### config.mk
export PLATFORM = sky130hd
export DESIGN_NAME = booth_prod_accum
export DESIGN_NICKNAME = d
export VERILOG_FILES = /design/src/rtl/booth_prod_accum.sv
export SDC_FILE = /design/constraint.sdc
export NUM_CORES = 1
export LEC_CHECK = 0
export ABC_AREA = 1
export CAP_MARGIN = 25
export CORE_AREA = 2 2 96 98
export DETAILED_ROUTE_END_ITERATION = 8
export DIE_AREA = 0 0 98 100
export PLACE_DENSITY = 0.62
export SKIP_CTS_REPAIR_TIMING = 1
export SYNTH_ARGS = -nofsm -noshare
export SYNTH_HDL_FRONTEND = slang
export SYNTH_SLANG_ARGS = --single-unit
### constraint.sdc
create_clock -name clk -period 2.6 [get_ports clk]
set_clock_uncertainty 0.15 [all_clocks]
set_input_delay 0.52 -clock clk [delete_from_list [all_inputs] [get_ports clk]]
set_output_delay 0.52 -clock clk [all_outputs]
set_load 0.02 [all_outputs]
### src/rtl/booth_prod_accum.sv
// Frame accumulator for signed Booth products: sums LEN products per frame into an AW-bit result.
// Optional `PROD_ACC_SAT_EN: saturating adds instead of wrap-around (overflow flag reported either way).
module booth_prod_accum #(
   parameter int unsigned PW  = 16,
   parameter int unsigned AW  = 24,
   parameter int unsigned LEN = 8
) (
   input  logic          clk,
   input  logic          rst_n,
   input  logic          clr,
   input  logic          in_valid,
   output logic          in_ready,
   input  logic [PW-1:0] in_p,
   output logic          out_valid,
   input  logic          out_ready,
   output logic [AW-1:0] out_sum,
   output logic          out_ovf
);

   localparam int unsigned CW = (LEN > 1) ? $clog2(LEN) : 1;
   localparam logic [CW-1:0] CntLast = CW'(LEN - 1);

   if (AW <= PW) begin : g_bad_width
      $error("booth_prod_accum: AW must exceed PW");
   end

   typedef enum logic {StAcc, StOut} state_e;

   state_e        state_q, state_d;
   logic [AW-1:0] acc_q, acc_d;
   logic [CW-1:0] cnt_q, cnt_d;
   logic          flag_q, flag_d;
   logic          in_ready_q, in_ready_d;
   logic          out_valid_q, out_valid_d;
   logic [AW-1:0] out_sum_q, out_sum_d;
   logic          out_ovf_q, out_ovf_d;

   logic [AW-1:0] p_ext;
   logic [AW-1:0] sum_raw;
   logic [AW-1:0] sum_new;
   logic          add_ovf;
   logic          in_xfer;
   logic          out_xfer;

   assign p_ext    = {{(AW-PW){in_p[PW-1]}}, in_p};
   assign sum_raw  = acc_q + p_ext;
   assign add_ovf  = (acc_q[AW-1] == p_ext[AW-1]) && (sum_raw[AW-1] != acc_q[AW-1]);
   assign in_xfer  = in_valid & in_ready_q;
   assign out_xfer = out_valid_q & out_ready;

`ifdef PROD_ACC_SAT_EN
   // On overflow both operands share a sign, so the accumulator's sign picks the rail.
   always_comb begin
      sum_new = sum_raw;
      if (add_ovf) begin
         sum_new = acc_q[AW-1] ? {1'b1, {(AW-1){1'b0}}} : {1'b0, {(AW-1){1'b1}}};
      end
   end
`else
   assign sum_new = sum_raw;
`endif

   always_comb begin
      state_d     = state_q;
      acc_d       = acc_q;
      cnt_d       = cnt_q;
      flag_d      = flag_q;
      in_ready_d  = in_ready_q;
      out_valid_d = out_valid_q;
      out_sum_d   = out_sum_q;
      out_ovf_d   = out_ovf_q;

      if (clr) begin
         state_d     = StAcc;
         acc_d       = '0;
         cnt_d       = '0;
         flag_d      = 1'b0;
         out_valid_d = 1'b0;
         in_ready_d  = 1'b1;
      end else begin
         unique case (state_q)
            StAcc: begin
               // Also raises in_ready on the first edge after reset release.
               in_ready_d = 1'b1;
               if (in_xfer) begin
                  acc_d  = sum_new;
                  flag_d = flag_q | add_ovf;
                  if (cnt_q == CntLast) begin
                     cnt_d       = '0;
                     out_sum_d   = sum_new;
                     out_ovf_d   = flag_q | add_ovf;
                     out_valid_d = 1'b1;
                     in_ready_d  = 1'b0;
                     state_d     = StOut;
                  end else begin
                     cnt_d = cnt_q + CW'(1);
                  end
               end
            end
            StOut: begin
               in_ready_d = 1'b0;
               if (out_xfer) begin
                  out_valid_d = 1'b0;
                  acc_d       = '0;
                  cnt_d       = '0;
                  flag_d      = 1'b0;
                  in_ready_d  = 1'b1;
                  state_d     = StAcc;
               end
            end
         endcase
      end
   end

   always_ff @(posedge clk or negedge rst_n) begin
      if (!rst_n) begin
         state_q     <= StAcc;
         acc_q       <= '0;
         cnt_q       <= '0;
         flag_q      <= 1'b0;
         in_ready_q  <= 1'b0;
         out_valid_q <= 1'b0;
         out_sum_q   <= '0;
         out_ovf_q   <= 1'b0;
      end else begin
         state_q     <= state_d;
         acc_q       <= acc_d;
         cnt_q       <= cnt_d;
         flag_q      <= flag_d;
         in_ready_q  <= in_ready_d;
         out_valid_q <= out_valid_d;
         out_sum_q   <= out_sum_d;
         out_ovf_q   <= out_ovf_d;
      end
   end

   assign in_ready  = in_ready_q;
   assign out_valid = out_valid_q;
   assign out_sum   = out_sum_q;
   assign out_ovf   = out_ovf_q;

endmodule

---- Yosys cells after proc, flatten, opt, wreduce, memory -nomap -nowiden ----
Cells that the tools add are included.
word-level totals
  flip-flop bits (word level) ............. 56
  word-level logic and storage cells ...... 52
cells by class
  add/sub/neg operators ................... 2
  equal/unequal tests ..................... 6
  mux-type cells .......................... 27
  bitwise gates (word level) .............. 5
  reduce and logical (&&, ||, !) cells .... 4
operator list
  operator             count
  $mux 24              3
  $pmux 24 s2          1
  $add 24x24->24       1
  $mux 1               14
  $mux 3               4
  $pmux 1 s2           4
  $ne 3x3->1 const B   2
  $pmux 3 s2           1
  $reduce_and 4->1     1
  $add 3x1->3 const B  1
  $eq 3x3->1 const B   1
  $ne 3x2->1 const B   1
  $reduce_and 3->1     1
  $and 1x1->1          2
  $not 1->1            2
  $reduce_and 2->1     1
  $eq 1x1->1           1
  $logic_and 1x1->1    1
  $ne 1x1->1           1
  $or 1x1->1           1

---- Logic depth before layout (Yosys ltp) ----
  depth in word-level cells ............... 7
  depth in mapped cells ................... 15
  gate-level depth less buffers ........... 15

---- Worst setup path after synthesis ----
OpenSTA, ideal clock, no wires.
  path kind ............................... input -> register
  from .................................... input in_p[0]
  to ...................................... register acc_q[12]
  setup time .............................. 0.117 ns
  arrival time ............................ 1.913 ns
  setup slack ............................. 0.420 ns
  stages .................................. 15
  buffers on the path ..................... 0
  cell sequence ........................... ha_1 inv_1 fa_1 inv_1 nand3_1 nand2_2 nand2_1 nand2_2 nand2_1 nand2_2 nand2_1 nand2_1 nand2_1 nand3_1 nand2_1
on the way
  cells in the longest elaborated chain, start to end .. 4
ends and longest elaborated chain
  what                  RTL line  text
  from (decl)           13        input logic [PW-1:0] in_p,
  $add 24x24->24        46        assign sum_raw = acc_q + p_ext;
  $mux 24               85        if (in_xfer) begin
  $pmux 24 s2           81        unique case (state_q)
  $mux 24               73        if (clr) begin
  to (signal assigned)  118       acc_q <= '0;
  to (signal assigned)  127       acc_q <= acc_d;
  to (decl)             30        logic [AW-1:0] acc_q, acc_d;
No other way between the ends. The select of a mux whose other input is x is not followed.
A chain may end at the register's enable or synchronous reset.

---- Worst setup path in the final report ----
  from .................................... input in_p[12]
  to ...................................... register acc_q[21]
Same word-level chain as after synthesis.

==> results.md <==
* Outcome: finished clean
* Xor/xnor share of the synthesized area at 1.90%
* Peak VDD IR at 0.000489 V
* Aggregate global-route resource usage at between 20 and 25%
* Post-synthesis adder-cell area fraction at 9.04%
* Crit. End Element: register
* Register area at 1400 um2
* Area occupied by multi-input gates at about 2000 um2
* Area share of the largest cell type after synthesis at 38.1%
* Sequential Power Share at around 27%
* Crit path DAT at 2480 ps
* Worst slew margin at 65.5%
* CTS max path bufs at 2
* Area contributors post-synth: dfrtp_1, nand2_1, ha_1, nand3_1, inv_1
* # diodes at 0
* Mapped Cells at 511
* Number of H-tree levels at 2
* ANT nets after route at 0
* Clk Tree Root Cell: clkbuf_8
* Met1 Usage GRT at a little under a third
* Post-Place Cells at 726
* WP data required at ~2700 ps
* WL/cell at 14.0 um
* Pins over their slew limit at 0
* Crit Path Class: in -> reg
* Fin. Hold Viols at 0
* Finished Layout Cells at 734
* Part of the cycle the worst path needs at roughly 93%
* Crit path launch type: input pin
* Post-synthesis simple-gate area fraction at a little over a third
* Initial antenna violation count at 0
* Drt drc at 0
* Global route overflow at 0
* I/O Pins at 48
* Unrepaired setup endpoints after global routing: true
* Die W at 98 um
* Syn. warnings at 0
* Area of the core at 8890 um2
* Fillers at about 910
* M2 GR Usage at 37.0%
* Layout area overhead at 30.9%
* Die area at 9800 um2
* Worst min path class: reg -> reg
* Nets at 670
* # rows at 35
* Die Span Y at 100 um
* First-pass GRT wire length at approximately 17000 um
* Vias in the first global route at between 3000 and 4000
* Post-synthesis compound-gate area fraction at 8.80%
* Most frequent cells in the layout: nand2_1, buf_4, dfrtp_1, inv_1, clkdlybuf4s50_1
* Largest net degree at the start of global routing at 24
* Mapped Area at between 3000 and 4000 um2
* Initial core utilization at 41.4%
* Pwr dens at approximately 1100 nW/um2
* Area leader, netlist: dfrtp_1
* Clk network pwr share at 9.2%
* Main combinational cell family by area after synthesis: simple AND/OR/NAND/NOR gates
* Clk Latency, worst-skew pair at approximately 320 ps
* DP Wirelength at 8170 um
* Fmax at 414 MHz
* RePlAce Congestion at around 0.9
* Ys flop type: dfrtp_1
* Clock slew at reported path FFs at approximately 110 ps
* CTS tree: done
* Drt via density at 4.95
* Detailed Routing Iterations Pass 1 at 5
* Met3 Use GR at 2.51%
* Post-layout util at 54.2%
* Post-synth EDFFs at 0
* Flops & latches, synth at between 50 and 60
* Starting DRC count in detailed routing at 114
* Mux contribution to synthesized area at 0%
* Library cells used by synthesis at 32
* Max-Cap Viols at 0
* CTS Buf Count at 5
* Slew @ Worst Pin at 513 ps
* Synth Area per Inst at 7.21 um2
* Internal power at 2.94 mW
* Routed via count at 3636
* Pleak at 2.58 nW
* Max Fanout on Critical Path at 6
* Sequential area share after synthesis at 38.1%
* CTS sink cnt at 56
* Ys async rst share at 100%
* Share of total power in combinational logic at 63.4%
* Setup violations, final at 0
* Crit path time final at 2420 ps
* Commonest non-fill, non-tap cell in the layout: nand2_1
* Fraction of layout instances using a drive strength above 1 at 14.8%
* Most Used Layer, Global Route: met2
* Sw frac at 44.8%
* Sw Pwr at 2.39 mW
* WL final at 10300 um
* Synth Net Count at 558
* IO buf count at 47
==> per-stage QoR <==
stage               cell area (um2)  power (mW)  worst slack [ps]  hold slack (ps)  setup TNS, ps
finish                         4820        5.32               182              339              0
global route                   4820        5.83             -8.77              367          -8.77
CTS                            4800        5.34               180            -63.3              0
detailed placement             4720        4.83              -163              299          -2900
global placement               4720        4.78              -130              291          -2520
floorplan                      3680        3.42               420             74.4              0
==> sequential cells by signal, indices dropped and copies added, names as in the netlist <==
name       cells
acc_q         24
out_sum       24
cnt_q          3
flag_q         1
in_ready       1
out_ovf        1
out_valid      1
state_q        1
==> cell type report <==
cell class | count | share of cell area, %
multi-input combinational | 391 | 41.8
tap | 111 | 2.88
clock inverter | 1 | 0.182
sequential | 56 | 29.1
clock buffer | 6 | 1.51
timing repair buffer | 114 | 20.1
inverter | 55 | 4.44
==> final timing paths <==
kind,depth (start not counted),slack [ps],endpoint,startpoint
worst max-delay path,11,180,acc_q[21],in_p[12]
worst min-delay path,2,340,out_sum[20],out_sum[20]
worst max register to register,10,420,acc_q[21],acc_q[12]
worst min register to register,2,340,out_sum[20],out_sum[20]
max in group asynchronous,3,1210,acc_q[9],rst_n
min in group asynchronous,2,470,out_sum[20],rst_n
==> cell families after synthesis <==
logic type | Yosys count
compound gates | 58
xor+xnor | 8
fa+ha+maj | 26
buf+inv | 64
flops | 56
simple gates | 299
==> power by group through the flow <==
stage	Sequential [mW]	Combinational (mW)	Clock, mW
CTS	1.46	3.37	0.511
global placement	1.46	3.32	0
floorplan	1.68	1.74	0
detailed placement	1.47	3.35	0
finish	1.46	3.38	0.491
global route	1.51	3.78	0.545
==> Yosys cell counts (3+ instances only) <==
| cell | count |
|---|---|
| a21oi_1 | 23 |
| a22o_1 | 4 |
| buf_2 | 5 |
| buf_6 | 3 |
| dfrtp_1 | 56 |
| ha_1 | 25 |
| inv_1 | 52 |
| nand2_1 | 196 |
| nand2_2 | 7 |
| nand3_1 | 45 |
| nand3b_1 | 5 |
| nand4_1 | 11 |
| nor2_1 | 25 |
| nor3_1 | 3 |
| o21ai_0 | 24 |
| o21bai_1 | 3 |
| xnor2_1 | 6 |
==> critical path, stage by stage <==
cell,delay (ps)
clkdlybuf4s50_1,420
ha_1,390
nand2_1,100
inv_1,80
nand2_1,60
o21ai_0,440
nand2_1,130
nand3_1,100
nand2_1,60
nand3_1,90
nand2_1,60
==> metal layers <==
metal	part of all wire [%]	wire length (um)
met4	1.1	112
met2	46	4730
met3	3.1	324
met1	50	5130
met5	0	0
No activity file was read; power rests on OpenSTA's default activity.
